File: config.mk
export PLATFORM = sky130hd
export DESIGN_NAME = udp_tx_arbiter
export DESIGN_NICKNAME = d
export VERILOG_FILES = /design/src/rtl/udp_tx_arbiter_pkg.sv /design/src/rtl/udp_rr_select2.sv /design/src/rtl/udp_tx_arbiter.sv
export SDC_FILE = /design/constraint.sdc
export NUM_CORES = 1
export LEC_CHECK = 0
export ABC_AREA = 1
export BUFFER_PORTS_ARGS = -buffer_cell sky130_fd_sc_hd__buf_2
export CORE_ASPECT_RATIO = 1.1
export CORE_MARGIN = 8
export CORE_UTILIZATION = 25
export DETAILED_ROUTE_END_ITERATION = 12
export GPL_ROUTABILITY_DRIVEN = 0
export SLEW_MARGIN = 20
export SYNTH_ARGS = -nofsm -noshare
export SYNTH_HDL_FRONTEND = slang
export SYNTH_HIERARCHICAL = 1
export SYNTH_SLANG_ARGS = --single-unit
File: constraint.sdc
create_clock -name xgmii_clk -period 4.1 [get_ports xgmii_clk]
set_input_delay 0.205 -clock xgmii_clk [delete_from_list [all_inputs] [get_ports xgmii_clk]]
set_output_delay 0.205 -clock xgmii_clk [all_outputs]
set_load 0.01 [all_outputs]
File: src/rtl/udp_tx_arbiter_pkg.sv
// Shared types and constants for the two-channel UDP transmit arbiter.
// Imported by the arbiter top level.
package udp_tx_arbiter_pkg;

  typedef enum logic [1:0] {
    IDLE    = 2'd0,
    HDR     = 2'd1,
    PAYLOAD = 2'd2
  } state_t;

  localparam int NUM_CH        = 2;
  localparam int PKT_WORDS_DEF = 1024;
  localparam int UDP_HDR_LEN   = 8;
  localparam int WORD_BYTES    = 8;

endpackage

File: src/rtl/udp_rr_select2.sv
// Combinational two-way round-robin pick: the channel that did not win last
// time is preferred when both are eligible.
module udp_rr_select2 (
  input  logic [1:0] elig,
  input  logic       last_sel,
  output logic       grant,
  output logic       any_eligible
);

  always_comb begin
    grant = 1'b0;
    case (elig)
      2'b01:   grant = 1'b0;
      2'b10:   grant = 1'b1;
      2'b11:   grant = ~last_sel;
      default: grant = 1'b0;
    endcase
  end

  assign any_eligible = |elig;

endmodule

File: src/rtl/udp_tx_arbiter.sv
// Drains fixed-size datagrams from two FWFT FIFOs into a UDP header/payload
// stream, alternating between channels when both have a full datagram queued.
module udp_tx_arbiter
  import udp_tx_arbiter_pkg::*;
#(
  parameter int          PKT_WORDS = PKT_WORDS_DEF,
  parameter logic [15:0] PORT0     = 16'd1234,
  parameter logic [15:0] PORT1     = 16'd1235
) (
  input  logic        xgmii_clk,
  input  logic        xgmii_rst,
  input  logic        enable,
  input  logic [31:0] peer_ip,
  input  logic        peer_valid,
  input  logic [12:0] ch0_count,
  input  logic [63:0] ch0_tdata,
  output logic        ch0_rden,
  input  logic [12:0] ch1_count,
  input  logic [63:0] ch1_tdata,
  output logic        ch1_rden,
  output logic        m_udp_hdr_valid,
  input  logic        m_udp_hdr_ready,
  output logic [31:0] m_udp_dest_ip,
  output logic [15:0] m_udp_port,
  output logic [15:0] m_udp_length,
  output logic [63:0] m_udp_payload_axis_tdata,
  output logic        m_udp_payload_axis_tvalid,
  input  logic        m_udp_payload_axis_tready,
  output logic        m_udp_payload_axis_tlast,
  output logic        busy,
  output logic [31:0] pkt_cnt0,
  output logic [31:0] pkt_cnt1
);

  localparam int              CW       = (PKT_WORDS > 1) ? $clog2(PKT_WORDS) : 1;
  localparam logic [CW-1:0]   LAST_IDX = CW'(PKT_WORDS - 1);
  localparam logic [13:0]     ELIG_TH  = 14'(PKT_WORDS);

  state_t                       state, state_nxt;
  logic                         sel, last_sel;
  logic                         grant, any_elig;
  logic                         start, hdr_hs, pay_hs, last_hs;
  logic [CW-1:0]                word_cnt;
  logic [NUM_CH-1:0]            elig;
  logic [NUM_CH-1:0]            rden;
  logic [NUM_CH-1:0][12:0]      ch_count;
  logic [NUM_CH-1:0][63:0]      ch_tdata;
  logic [NUM_CH-1:0][31:0]      pkt_cnt;

  assign ch_count = {ch1_count, ch0_count};
  assign ch_tdata = {ch1_tdata, ch0_tdata};

  // Eligibility only matters in IDLE; the FSM ignores it everywhere else.
  for (genvar i = 0; i < NUM_CH; i++) begin : g_ch
    assign elig[i] = {1'b0, ch_count[i]} >= ELIG_TH;
    assign rden[i] = pay_hs & (sel == 1'(i));
  end

  udp_rr_select2 u_rr (
    .elig         (elig),
    .last_sel     (last_sel),
    .grant        (grant),
    .any_eligible (any_elig)
  );

  assign start   = (state == IDLE) & enable & peer_valid & any_elig;
  assign hdr_hs  = m_udp_hdr_valid & m_udp_hdr_ready;
  assign pay_hs  = m_udp_payload_axis_tvalid & m_udp_payload_axis_tready;
  assign last_hs = pay_hs & m_udp_payload_axis_tlast;

  assign m_udp_hdr_valid           = (state == HDR);
  assign m_udp_payload_axis_tvalid = (state == PAYLOAD);
  assign m_udp_payload_axis_tlast  = m_udp_payload_axis_tvalid & (word_cnt == LAST_IDX);
  assign m_udp_payload_axis_tdata  = m_udp_payload_axis_tvalid ? ch_tdata[sel] : '0;
  assign m_udp_port                = sel ? PORT1 : PORT0;
  assign m_udp_length              = 16'(PKT_WORDS * WORD_BYTES + UDP_HDR_LEN);
  assign busy                      = (state != IDLE);
  assign ch0_rden                  = rden[0];
  assign ch1_rden                  = rden[1];
  assign pkt_cnt0                  = pkt_cnt[0];
  assign pkt_cnt1                  = pkt_cnt[1];

  always_ff @(posedge xgmii_clk) begin
    if (xgmii_rst) state <= IDLE;
    else           state <= state_nxt;
  end

  always_comb begin
    state_nxt = state;
    case (state)
      IDLE:    if (start)   state_nxt = HDR;
      HDR:     if (hdr_hs)  state_nxt = PAYLOAD;
      PAYLOAD: if (last_hs) state_nxt = IDLE;
      default:              state_nxt = IDLE;
    endcase
  end

  // last_sel resets to 1 so channel 0 takes the first tie.
  always_ff @(posedge xgmii_clk) begin
    if (xgmii_rst) begin
      sel           <= 1'b0;
      last_sel      <= 1'b1;
      word_cnt      <= '0;
      m_udp_dest_ip <= '0;
      pkt_cnt       <= '0;
    end else begin
      if (start) begin
        sel           <= grant;
        m_udp_dest_ip <= peer_ip;
      end
      if (pay_hs) begin
        if (m_udp_payload_axis_tlast) begin
          word_cnt     <= '0;
          last_sel     <= sel;
          pkt_cnt[sel] <= pkt_cnt[sel] + 32'd1;
        end else begin
          word_cnt <= word_cnt + 1'b1;
        end
      end
    end
  end

endmodule
# [Word-level counts from Yosys, hierarchy flattened]
# Index checks and enable logic that the tools add are counted.
[totals] register_bits=110 inputBits=192 output_inout_bits=198 wordCells=53
[classes] addsub=2 order_cmp=4 eq_ne=8 n_mux=15 bitwise_logic=11 reduce_logical=6
[op_table] op="$mux 64" count=3
[op_table] op="$mux 32" count=3
[op_table] op="$bwmux 64" count=1
[op_table] op="$add 32x1->32 const B" count=1
[op_table] op="$demux 32 s1" count=1
[op_table] op="$ge 13x11->1 const B" count=2
[op_table] op="$add 10x1->10 const B" count=1
[op_table] op="$eq 10x10->1 const B" count=1
[op_table] op="$mux 10" count=1
[op_table] op="$and 1x1->1" count=9
[op_table] op="$eq 2x2->1 const B" count=3
[op_table] op="$mux 2" count=3
[op_table] op="$pmux 2 s3" count=1
[op_table] op="$ne 2x1->1 const B" count=2
[op_table] op="$reduce_and 3->1" count=1
[op_table] op="$eq 2x1->1 const B" count=1
[op_table] op="$logic_not 2->1" count=1
[op_table] op="$lt 1x2->1 const B" count=1
[op_table] op="$ne 2x2->1 const B" count=1
[op_table] op="$not 1->1" count=2
[op_table] op="$pmux 1 s2" count=1
[op_table] op="$reduce_and 2->1" count=1
[op_table] op="$reduce_bool 2->1" count=1
[op_table] op="$reduce_or 2->1" count=1
[op_table] op="3 further kinds" count=3

# [Longest topological paths before layout]
[logic_depth] ltp_word=6 depth_mapped=15 depth_no_buf=13

# [Cells and area by module]
# The synthesis kept the hierarchy.
[modules_own_cells] module="udp_tx_arbiter" n_inst=1 cells_per_inst=1082 area_each_um2=6855.3 seq_area_each_um2=2202.1
[modules_own_cells] module="udp_rr_select2" n_inst=1 cells_per_inst=3 area_each_um2=15.0 seq_area_each_um2=0.0

# [Worst setup path after synthesis]
# Ideal clock, no wire load.
[synth_path] path_kind="register to register" from="register sel" to="register pkt_cnt, in the netlist pkt_cnt0[30]" setup_time_ps=109 t_arrival_ps=1837 required_ps=3991 path_slack_ps=2154 stages_incl_launch_ff=15 n_path_buf=3 path_cell_list="dfxtp_1 -> buf_6 -> buf_8 -> buf_6 -> o21ai_1 -> ha_1 -> nand2_1 -> nor2_4 -> nand2_1 -> nor2_2 -> nand2_1 -> nand2_1 -> nand3_1 -> nand2_1 -> inv_1"
[synth_via] elab_chain_cells=5 word_cells_on_any_way=9 classes_between="add/sub (1); order compare (2); mux (5); reduce/logical (1)"
[synth_rtl] element="start: declaration" line_no="udp_tx_arbiter.sv:40" source="logic sel, last_sel;"
[synth_rtl] element="start signal: assignment" line_no="udp_tx_arbiter.sv:108" source="sel <= grant;"
[synth_rtl] element="parallel branches: the longest is 4 deep, another holds $add 32x1->32"
[synth_rtl] element="$bwmux 64 *" line_no="udp_tx_arbiter.sv:115" source="pkt_cnt[sel] <= pkt_cnt[sel] + 32'd1;"
[synth_rtl] element="end signal: indexed assignment" line_no="udp_tx_arbiter.sv:115"
[synth_rtl] element="end: declaration" line_no="udp_tx_arbiter.sv:48" source="logic [NUM_CH-1:0][31:0] pkt_cnt;"
# Every way passes the cells marked *. The select of a mux whose other input is x is not followed.
# A chain may end at the register's enable or synchronous reset.

# [Worst setup path in the final report]
# Same ends and word-level chain as after synthesis.

==> summary.txt <==
first-pass GRT wire length - 39.8 mm
crit path launch type - flop
slew margin rel. - 34.1%
1st-iter DRT viols - 333
Cell Area, Synth - 6870 µm²
P_sw - 0.000667 W
total power - 0.00233 W
Core Area - 27,000 µm²
fin util - 32.9%
area grow syn2layout - 29.3%
placed cells - 1,728
reg2reg start - sel$_SDFFE_PP0P_
Int Pwr - 0.00166 W
top-count cell post-synth - nand2_1
top-level I/O count - 390
Worst IR Drop VDD - 0.176 mV
htree depth - 3
antenna viol nets, final - 0
R2R Setup Slk - 1250 ps
Lkg Pwr - 4.57 nW
hpwl dp - 20.4 mm
CTS root buf - clkbuf_16
Critical Path AT - 3120 ps
max-cap violation count - 0
Setup Crit Path Kind - flop to flop
vias - 7,607
Post-synth EDFFs - 0
switching part of the total - 28.6%
largest net degree at the start of global routing - 95
hold-fix buffers at CTS - 0
top cells by area, synth - dfxtp_1, nand2_1, a21oi_1
CP most frequent cell - nand2_1
async set-reset flop share out of synthesis - 0%
highest clock rate - 0.351 GHz
pwr/cell area - 262 nW/µm²
Synth Instances - 1,085
Max stage delay on crit path - 790 ps
CTS max path bufs - 2
outcome - completed
Synth Area in Simple Gates - 39.4%
vias per cell - 4.36
All-Layer GR Usage - 14.9%
Die Y - 190 µm
TritonRoute pass-1 iters - 5
DP Worst Slack - 1210 ps
largest family of logic cells by synthesized area - simple AND/OR/NAND/NOR gates
Fillers - 2,989
Site Rows - 63
CP Max Fanout - 59
CTS tree - done
Flop pwr share - 48.0%
hold path startpoint - peer_ip[9]
Hold Path Depth - 3
CP required - 4370 ps
die area - 33,000 µm²
Synth Area in Compound Gates - 13.9%
R2R depth - 12
Worst Hold End - m_udp_dest_ip[9]$_SDFFE_PP0P_
Avg Cell Area, Syn - 6.33 µm²
# DRC - 0
FF+latch count, synth - 110
Least-Margin Pin Slew - 987 ps
vias in the first global route - 7,200
post-synthesis sequential area ratio - 32.1%
area of the multi-input gates - 3920 µm²
clk sink count - 110
Slowest cell on crit path - dfxtp_4
Worst Path Buf+Inv - 2
share of layout cells above drive strength 1 - 32.1%
Clock Power Share - 37.9%
CP Capture Type - flop
Combinational Power Share - 14.0%
Synth Area in Adders - 0.364%
Post-Route WL - 26.0 mm
unrepaired setup endpoints after global routing - false
crit share post-route - 69.5%
clock latency on the worst-skew pair - 360 ps
die width - 174 µm
critical path, cell by cell - buf_4 > nand2_1 > nand2_2 > nand2_1 > nor2_4 > nand2_1 > nor2_2 > nand2_1 > nand2_1 > nand3_1 > nand2_1 > inv_1
Worst Slack Setup Final - 1250 ps
# Post-CTS Setup Buffers - 0
Clock Pin Slew Worst Setup and Hold Paths - 80 ps
initial antenna violation count - 3
post-CTS sizing - 0
post-synthesis cell type count - 41
post-synthesis cell type with the largest combined area - dfxtp_1
grt ovf - 0
Synth top area share - 32.1%
Nets - 1,576
WL per Instance - 14.9 µm
final setup TNS - 0 ps
Starting Density - 25.4%
CTS buffer count - 9
Ys Warns - 6
non-filler cells in the finished layout - 1,746
IO buf count - 338
clock skew - 10.9 ps
Sequential cell area - 2210 µm²
Post-synth top cells - nand2_1, dfxtp_1, nor2_1
crit path time final - 2850 ps
worst reg2reg endpoint - pkt_cnt0[30]$_SDFFE_PP0P_
crit-path leading delay family - simple AND/OR/NAND/NOR gates
xor/xnor share of the synthesized area - 1.53%
Hold Path Class - input port to flop
Final Hold Vio Count - 0
Top FF cell, synth - dfxtp_1
Final Setup Violations - 0
mux contribution to synthesized area - 0.146%
max-slew violation count - 0
==> worst reg2reg max path, cell delays in order (launching register included) <==
cell	delay [ps]
dfxtp_4	790
buf_4	610
nand2_1	150
nand2_2	140
nand2_1	110
nor2_4	140
nand2_1	190
nor2_2	270
nand2_1	80
nand2_1	70
nand3_1	80
nand2_1	90
inv_1	40
==> layout by cell type (no fill, tap or decap), types with 2 or more instances in the layout <==
cell,count
inv_1,72
nor3_1,2
o21a_1,15
nand2_4,5
or3_1,2
diode_2,2
a21oi_1,88
ha_1,2
clkbuf_16,9
nand2_2,42
dfxtp_1,109
inv_2,4
buf_2,338
clkinvlp_4,2
nor2_8,2
nor2_4,10
nand3_1,43
nor2_2,15
conb_1,31
o21ai_0,48
inv_6,3
xnor2_1,3
o21ai_1,26
nand2_1,377
xor2_1,9
nor3_2,2
nand4_1,2
buf_4,4
o21ai_2,2
nor2_1,108
==> power by group through the flow <==
stage | clock network, W | registers [W] | logic [W]
after global routing | 0.000943 | 0.00112 | 0.000362
after CTS | 0.000906 | 0.00112 | 0.000329
after floorplan | 0 | 0.00114 | 0.000203
after detailed placement | 0 | 0.00114 | 0.000328
after global placement | 0 | 0.00114 | 0.000324
final | 0.000883 | 0.00112 | 0.000327
==> cell families (layout without fill, tap and decap cells) <==
family,Yosys count,after routing
AOI/OAI and AO/OA,181,181
xor gates and xnor gates,12,12
adders and majority gates,2,2
buffers and inverters,162,435
DFF,110,110
muxes,1,1
other,2,33
and+or+nand+nor,615,615
==> registers in the layout (all words and copies together) (netlist names) <==
register,flops
word_cnt,10
last_sel,1
sel,1
state,2
m_udp_dest_ip,32
pkt_cnt1,32
pkt_cnt0,32
==> routing by layer <==
layer	global-route usage, %	vias up	share of wire [%]
li1	-	3937	-
met1	15.9	3401	39
met2	28.5	252	53
met3	4.08	17	6.4
met4	3.22	0	1.2
met5	0	-	0
==> stage by stage <==
stage / cell area [µm²] / hold WS, ps
after floorplan: 6980 / 370
after detailed placement: 8590 / 440
after global placement: 8590 / 439
final: 8890 / 89.3
after global routing: 8890 / 94.9
after CTS: 8880 / 76.2
==> layout make-up <==
cell class | instances | area share, %
multi-input cells | 842 | 44.2
flip-flops and latches | 110 | 24.8
repair buffers | 342 | 19.4
well taps | 357 | 5.03
inverters | 77 | 3.31
clock buffers | 10 | 2.69
clock inverters | 6 | 0.563
diodes | 2 | 0.0563
==> worst max-delay path by stage <==
stage                     start                         to  cells past startpoint
5_1_grt        sel$_SDFFE_PP0P_  pkt_cnt0[30]$_SDFFE_PP0P_                     12
4_1_cts        sel$_SDFFE_PP0P_  pkt_cnt0[27]$_SDFFE_PP0P_                     12
3_5_place_dp   sel$_SDFFE_PP0P_  pkt_cnt0[27]$_SDFFE_PP0P_                     12
6_report       sel$_SDFFE_PP0P_  pkt_cnt0[30]$_SDFFE_PP0P_                     12
2_1_floorplan  sel$_SDFFE_PP0P_  pkt_cnt0[30]$_SDFFE_PP0P_                     14
3_3_place_gp   sel$_SDFFE_PP0P_  pkt_cnt0[27]$_SDFFE_PP0P_                     12
(Power assumes the default switching activity.)
